**config.mk**
```make
export PLATFORM = sky130hd
export DESIGN_NAME = imem_fetch_unit_flat
export DESIGN_NICKNAME = d
export VERILOG_FILES = /design/src/rtl/imem_fetch_unit_if.sv /design/src/rtl/imem_fetch_unit.sv /design/src/flat_wrapper.sv
export SDC_FILE = /design/constraint.sdc
export NUM_CORES = 2
export LEC_CHECK = 0
export ABC_AREA = 1
export BUFFER_PORTS_ARGS = -buffer_cell sky130_fd_sc_hd__buf_2
export CAP_MARGIN = 15
export CORE_MARGIN = 3
export CORE_UTILIZATION = 30
export DETAILED_ROUTE_END_ITERATION = 12
export SYNTH_ARGS = -nofsm -noshare
export SYNTH_HDL_FRONTEND = slang
export SYNTH_SLANG_ARGS = --single-unit
```
**constraint.sdc**
```tcl
create_clock -name clk -period 2.5 [get_ports clk]
set_clock_uncertainty 0.2 [all_clocks]
set_input_delay 0.375 -clock clk [delete_from_list [all_inputs] [get_ports clk]]
set_output_delay 0.375 -clock clk [all_outputs]
set_load 0.02 [all_outputs]
```
**src/rtl/imem_fetch_unit_if.sv**
```systemverilog
// Fetch-side bus of the instruction memory: request/response handshake,
// pre-sliced decode fields, fault report and the program-load write port.
interface imem_fetch_unit_if;
  logic        req_valid;
  logic        req_ready;
  logic [31:0] pc;
  logic        rsp_valid;
  logic        rsp_ready;
  logic [31:0] instr;
  logic [6:0]  op;
  logic [4:0]  rd;
  logic [2:0]  funct3;
  logic [4:0]  rs1;
  logic [4:0]  rs2;
  logic [6:0]  funct7;
  logic [11:0] i_imm;
  logic [11:0] s_imm;
  logic [12:0] b_imm;
  logic        fault;
  logic [1:0]  fault_code;
  logic        wr_en;
  logic [31:0] wr_addr;
  logic [31:0] wr_data;
  logic        halted;

  modport master (
    output req_valid, pc, rsp_ready, wr_en, wr_addr, wr_data,
    input  req_ready, rsp_valid, instr, op, rd, funct3, rs1, rs2, funct7,
           i_imm, s_imm, b_imm, fault, fault_code, halted
  );

  modport slave (
    input  req_valid, pc, rsp_ready, wr_en, wr_addr, wr_data,
    output req_ready, rsp_valid, instr, op, rd, funct3, rs1, rs2, funct7,
           i_imm, s_imm, b_imm, fault, fault_code, halted
  );
endinterface

```
**src/rtl/imem_fetch_unit.sv**
```systemverilog
// Instruction memory with req/rsp handshake, LATENCY-cycle response, fault
// classification and program-load port. IMEM_HALT_DETECT_EN enables halt-word detection.
module imem_fetch_unit #(
  parameter int unsigned DEPTH    = 64,
  parameter int unsigned LATENCY  = 1,
  parameter logic [31:0] NOP_WORD = 32'h0000_0013
) (
  input logic              clk,
  input logic              reset,
  imem_fetch_unit_if.slave bus
);
  localparam int unsigned AW = $clog2(DEPTH);
  localparam int unsigned CW = $clog2(LATENCY + 1);

  typedef enum logic [1:0] {IDLE, BUSY, DONE} state_t;

  state_t        state;
  logic [CW-1:0] cnt;
  logic [31:0]   mem [DEPTH];
  logic [31:0]   instr_q;
  logic          fault_q;
  logic [1:0]    code_q;
  logic          rsp_valid_q;
  logic          halted_q;
  logic          req_ready;
  logic          accept;
  logic [1:0]    nxt_code;
  logic [31:0]   nxt_instr;
  logic          wr_ok;

  // Misaligned wins over out-of-range; faulted fetches never touch the array.
  always_comb begin
    nxt_code = 2'd0;
    if (bus.pc[1:0] != 2'b00)          nxt_code = 2'd1;
    else if (bus.pc[31:AW+2] != '0)    nxt_code = 2'd2;
    nxt_instr = (nxt_code == 2'd0) ? mem[bus.pc[AW+1:2]] : NOP_WORD;
  end

  always_comb begin
    req_ready = 1'b0;
    unique case (state)
      IDLE:    req_ready = 1'b1;
      DONE:    req_ready = bus.rsp_ready;
      default: req_ready = 1'b0;
    endcase
    if (halted_q) req_ready = 1'b0;
  end

  assign accept = bus.req_valid && req_ready;
  assign wr_ok  = bus.wr_en && (bus.wr_addr[1:0] == 2'b00) && (bus.wr_addr[31:AW+2] == '0);

  // Array read happens in the FSM on the accepting edge, so a same-edge write is not seen.
  always_ff @(posedge clk) begin
    if (wr_ok) mem[bus.wr_addr[AW+1:2]] <= bus.wr_data;
  end

  always_ff @(posedge clk or posedge reset) begin
    if (reset) begin
      state       <= IDLE;
      cnt         <= '0;
      rsp_valid_q <= 1'b0;
      instr_q     <= NOP_WORD;
      fault_q     <= 1'b0;
      code_q      <= 2'd0;
    end else begin
      unique case (state)
        IDLE, DONE: begin
          if (accept) begin
            instr_q <= nxt_instr;
            fault_q <= (nxt_code != 2'd0);
            code_q  <= nxt_code;
            if (LATENCY == 1) begin
              state       <= DONE;
              rsp_valid_q <= 1'b1;
            end else begin
              state       <= BUSY;
              rsp_valid_q <= 1'b0;
              cnt         <= CW'(LATENCY - 1);
            end
          end else if (state == DONE && bus.rsp_ready) begin
            state       <= IDLE;
            rsp_valid_q <= 1'b0;
          end
        end
        BUSY: begin
          cnt <= cnt - CW'(1);
          if (cnt == CW'(1)) begin
            state       <= DONE;
            rsp_valid_q <= 1'b1;
          end
        end
        default: state <= IDLE;
      endcase
    end
  end

`ifdef IMEM_HALT_DETECT_EN
  localparam logic [31:0] HALT_WORD = 32'hFC00_0000;
  logic        rise;
  logic [31:0] rise_instr;

  // Word about to become visible on rsp_valid's rising edge; faults carry NOP so never match.
  always_comb begin
    rise       = 1'b0;
    rise_instr = instr_q;
    if (state == BUSY && cnt == CW'(1)) begin
      rise = 1'b1;
    end else if (accept && LATENCY == 1) begin
      rise       = 1'b1;
      rise_instr = nxt_instr;
    end
  end

  always_ff @(posedge clk or posedge reset) begin
    if (reset)                                halted_q <= 1'b0;
    else if (rise && rise_instr == HALT_WORD) halted_q <= 1'b1;
  end
`else
  assign halted_q = 1'b0;
`endif

  assign bus.req_ready  = req_ready;
  assign bus.rsp_valid  = rsp_valid_q;
  assign bus.instr      = instr_q;
  assign bus.op         = instr_q[6:0];
  assign bus.rd         = instr_q[11:7];
  assign bus.funct3     = instr_q[14:12];
  assign bus.rs1        = instr_q[19:15];
  assign bus.rs2        = instr_q[24:20];
  assign bus.funct7     = instr_q[31:25];
  assign bus.i_imm      = instr_q[31:20];
  assign bus.s_imm      = {instr_q[31:25], instr_q[11:7]};
  assign bus.b_imm      = {instr_q[31], instr_q[7], instr_q[30:25], instr_q[11:8], 1'b0};
  assign bus.fault      = fault_q;
  assign bus.fault_code = code_q;
  assign bus.halted     = halted_q;
endmodule

```
**src/flat_wrapper.sv**
```systemverilog
// flat-port wrapper written by rule: the top's interface ports become plain ports
module imem_fetch_unit_flat 
#(
  parameter int unsigned DEPTH    = 64,
  parameter int unsigned LATENCY  = 1,
  parameter logic [31:0] NOP_WORD = 32'h0000_0013
)
  (clk, reset, bus_req_valid, bus_pc, bus_rsp_ready, bus_wr_en, bus_wr_addr, bus_wr_data, bus_req_ready, bus_rsp_valid, bus_instr, bus_op, bus_rd, bus_funct3, bus_rs1, bus_rs2, bus_funct7, bus_i_imm, bus_s_imm, bus_b_imm, bus_fault, bus_fault_code, bus_halted);
  imem_fetch_unit_if bus_i ();
  input logic clk;
  input logic reset;
  input wire logic [$bits(bus_i.req_valid)-1:0] bus_req_valid;
  input wire logic [$bits(bus_i.pc)-1:0] bus_pc;
  input wire logic [$bits(bus_i.rsp_ready)-1:0] bus_rsp_ready;
  input wire logic [$bits(bus_i.wr_en)-1:0] bus_wr_en;
  input wire logic [$bits(bus_i.wr_addr)-1:0] bus_wr_addr;
  input wire logic [$bits(bus_i.wr_data)-1:0] bus_wr_data;
  output wire logic [$bits(bus_i.req_ready)-1:0] bus_req_ready;
  output wire logic [$bits(bus_i.rsp_valid)-1:0] bus_rsp_valid;
  output wire logic [$bits(bus_i.instr)-1:0] bus_instr;
  output wire logic [$bits(bus_i.op)-1:0] bus_op;
  output wire logic [$bits(bus_i.rd)-1:0] bus_rd;
  output wire logic [$bits(bus_i.funct3)-1:0] bus_funct3;
  output wire logic [$bits(bus_i.rs1)-1:0] bus_rs1;
  output wire logic [$bits(bus_i.rs2)-1:0] bus_rs2;
  output wire logic [$bits(bus_i.funct7)-1:0] bus_funct7;
  output wire logic [$bits(bus_i.i_imm)-1:0] bus_i_imm;
  output wire logic [$bits(bus_i.s_imm)-1:0] bus_s_imm;
  output wire logic [$bits(bus_i.b_imm)-1:0] bus_b_imm;
  output wire logic [$bits(bus_i.fault)-1:0] bus_fault;
  output wire logic [$bits(bus_i.fault_code)-1:0] bus_fault_code;
  output wire logic [$bits(bus_i.halted)-1:0] bus_halted;
  assign bus_i.req_valid = bus_req_valid;
  assign bus_i.pc = bus_pc;
  assign bus_i.rsp_ready = bus_rsp_ready;
  assign bus_i.wr_en = bus_wr_en;
  assign bus_i.wr_addr = bus_wr_addr;
  assign bus_i.wr_data = bus_wr_data;
  assign bus_req_ready = bus_i.req_ready;
  assign bus_rsp_valid = bus_i.rsp_valid;
  assign bus_instr = bus_i.instr;
  assign bus_op = bus_i.op;
  assign bus_rd = bus_i.rd;
  assign bus_funct3 = bus_i.funct3;
  assign bus_rs1 = bus_i.rs1;
  assign bus_rs2 = bus_i.rs2;
  assign bus_funct7 = bus_i.funct7;
  assign bus_i_imm = bus_i.i_imm;
  assign bus_s_imm = bus_i.s_imm;
  assign bus_b_imm = bus_i.b_imm;
  assign bus_fault = bus_i.fault;
  assign bus_fault_code = bus_i.fault_code;
  assign bus_halted = bus_i.halted;
  imem_fetch_unit #(.DEPTH(DEPTH), .LATENCY(LATENCY), .NOP_WORD(NOP_WORD)) u_core (.clk(clk), .reset(reset), .bus(bus_i));
endmodule
```
==> flow_metrics.env <==
export IMPL_status="finished, final reports clean"
export IMPL_crit_path_end_kind="register"
export IMPL_ir_worst_vdd_uv=530
export IMPL_syn_avg_cell_area_um2=12.2
export IMPL_final_setup_tns_ns=0
export IMPL_drc=0
export IMPL_start_kind="register"
export IMPL_max_freq_ghz=0.418
export IMPL_port_buffers=205
export IMPL_setup_ws_ns=0.110
export IMPL_synth_area_top_cells="edfxtp_1 (73%), nand3_1 (12%), nand2_1 (9.7%), buf_2 (1.4%), buf_4 (1.1%)"
export IMPL_worstPathCellList="nand2_1, nand2_2, inv_1, buf_4, nand3_1, dlygate4sd3_1, nand2_1, dlygate4sd3_1"
export IMPL_clock_tree_root_cell="clkbuf_16"
export IMPL_hpwlAfterDp_um=158000
export IMPL_post_route_util_pct=36.6
export IMPL_num_fill_cells=26501
export IMPL_numCtsBuffers=207
export IMPL_antenna_found_initial=13
export IMPL_drv_slew=0
export IMPL_tightest_slew_ns=0.835
export IMPL_syn_inst=6902
export IMPL_synth_top_area_cell="edfxtp_1"
export IMPL_routed_wl_um=254000
export IMPL_via_count=56618
export IMPL_cts_resized=0
export IMPL_cap_violations=0
export IMPL_final_common_cell="nand2_1"
export IMPL_synthesis_area_mm2=0.0841
export IMPL_critPathKind="reg2reg"
export IMPL_ys_flop_type="edfxtp_1"
export IMPL_place_ws_ns=-0.428
export IMPL_timing_critical_path_buf_inv=4
export IMPL_clk_pin_slew_ns=0.06
export IMPL_cp_top_family="buffers and inverters"
export IMPL_grt_pass1_vias=54291
export IMPL_multi_input_area_mm2=0.0191
export IMPL_grt_usage_pct=17.3
export IMPL_cp_data_required_time_ns=3.08
export IMPL_cts_sinks=2084
export IMPL_final_cell_mix="nand2_1 (2171), edfxtp_1 (2048), nand3_1 (2001), buf_4 (352), buf_12 (221)"
export IMPL_finalNetCount=7513
export IMPL_drive_above_1_share_pct=15.2
export IMPL_num_io_pins=208
export IMPL_vias_per_cell=5.01
export IMPL_async_flop_share_pct=1.73
export IMPL_synthToLayoutAreaGrowth_pct=20.9
export IMPL_ant_nets=0
export IMPL_cp_max_fo=6
export IMPL_slowest_stage="dlygate4sd3_1"
export IMPL_ff_latch_area_mm2=0.0624
export IMPL_ys_ff_latch=2084
export IMPL_max_slew_margin_rel_pct=44.3
export IMPL_insertion_delay_ns=0.87
export IMPL_drt_iter0_markers=6999
export IMPL_ys_seq_area_share_pct=74.2
export IMPL_synth_edf_count=2048
export IMPL_cts_tree="done"
export IMPL_pwr_density_cell_mw_per_mm2=734
export IMPL_rsz0062_at_grt="false"
export IMPL_initial_core_util_pct=30.3
export IMPL_p_total_mw=74.6
export IMPL_die_h_um=535
export IMPL_place_congestion=0.887
export IMPL_die_w_um=535
export IMPL_period_needed_ns=2.39
export IMPL_hold_viol_final=0
export IMPL_power_leakage_nw=36.1
export IMPL_grt_max_degree=72
export IMPL_placed_cells=10864
export IMPL_worstPathArrival_ns=2.97
export IMPL_post_cts_setup_buffers=0
export IMPL_fin_crit_sh_pct=95.6
export IMPL_rows=193
export IMPL_coreArea_mm2=0.278
export IMPL_grt_overflow=0
export IMPL_clk_path_buf_depth=3
export IMPL_final_instance_count_excl_fill=11298
export IMPL_hold_path_class="in2async"
export IMPL_yosysWarnings=0
export IMPL_synthDistinctLibCells=27
export IMPL_h_tree_depth=4
export IMPL_first_pass_iters=6
export IMPL_dieArea_mm2=0.287
export IMPL_post_drt_wl_per_cell_um=22.5
export IMPL_grt_pass1_wl_um=369000
export IMPL_cp_slowest_stage_delay_ns=0.56
export IMPL_netlist_area_leader_share_pct=73.1
export IMPL_final_setup_viol_count=0
[repair_timing]
action	CTS	global route
endpoints found under the setup margin	0	0
hold endpoints to repair	1881	0
hold buffers	44	0
[registers in the layout, indices dropped and copies added (netlist names)]
signal / flops
u_core.bus.fault_code: 2
u_core.bus.fault: 1
u_core.state: 1
u_core.mem: 2048
u_core.bus.instr: 32
[kinds of logic after synthesis]
group | after synthesis | synth area share [%]
and+or+nand+nor | 4276 | 22.1
DFF | 2084 | 74.2
buffers and inverters | 540 | 3.67
AOI/OAI and AO/OA | 1 | 0.00893
other | 1 | 0.00446
[layer usage]
layer	track usage (%)	up-vias	share of wire (%)
met5	0	-	0
met4	6.79	0	3.9
met3	3.36	424	9.0
met2	27.5	2574	47
met1	23.2	28013	40
li1	-	25607	-
[final cells by class]
cell class	count	share of cell area, %
timing repair buffer	821	8.43
antenna	5	0.0123
inverter	19	0.106
tap	3705	4.56
clock buffer	272	5.44
sequential	2084	61.4
multi-input combinational	4279	18.8
clock inverter	113	1.25
[worst paths after layout]
path	end	slack [ns]	from	cells after the start
setup / recovery	u_core.bus.fault_code[1]	0.11	u_core.state[1]	8
hold / removal	u_core.bus.instr[7]	0.03	reset	3
setup reg to reg	u_core.bus.fault_code[1]	0.11	u_core.state[1]	8
hold reg to reg	u_core.bus.instr[6]	0.30	u_core.bus.instr[6]	2
max in group asynchronous	u_core.state[1]	1.32	reset	4
min in group clk	u_core.bus.instr[13]	0.12	bus_pc[6]	6
[tightest hold or removal path, delay by kind of cell]
kind / cells / cell delay, ns
buffers and inverters: 3 / 1.24
[where the power goes]
group | total, mW | internal, mW | switching [mW]
sequential | 38.3 | 38.3 | 0.00261
combinational | 5.30 | 1.65 | 3.65
clock | 31.0 | 17.5 | 13.5
[through the flow]
stage | area, µm² | hold WS (ns)
global placement | 94400 | 0.266
CTS | 102000 | 0.0198
detailed placement | 94400 | 0.265
finish | 102000 | 0.0333
global route | 102000 | 0.0430
floorplan | 84400 | 0.274
[cells in the mapped netlist, types with 2 or more instances]
| library cell | count |
|---|---|
| and2_0 | 2 |
| edfxtp_1 | 2048 |
| inv_1 | 16 |
| buf_8 | 3 |
| clkbuf_1 | 82 |
| inv_2 | 2 |
| buf_2 | 231 |
| buf_4 | 128 |
| nor4_1 | 6 |
| dfstp_2 | 3 |
| nand3_1 | 2001 |
| buf_6 | 32 |
| buf_1 | 44 |
| nor2_1 | 83 |
| dfrtp_1 | 33 |
| nand2_1 | 2173 |
| nand4_1 | 3 |
| or2_2 | 3 |
(Power assumes the default switching activity.)
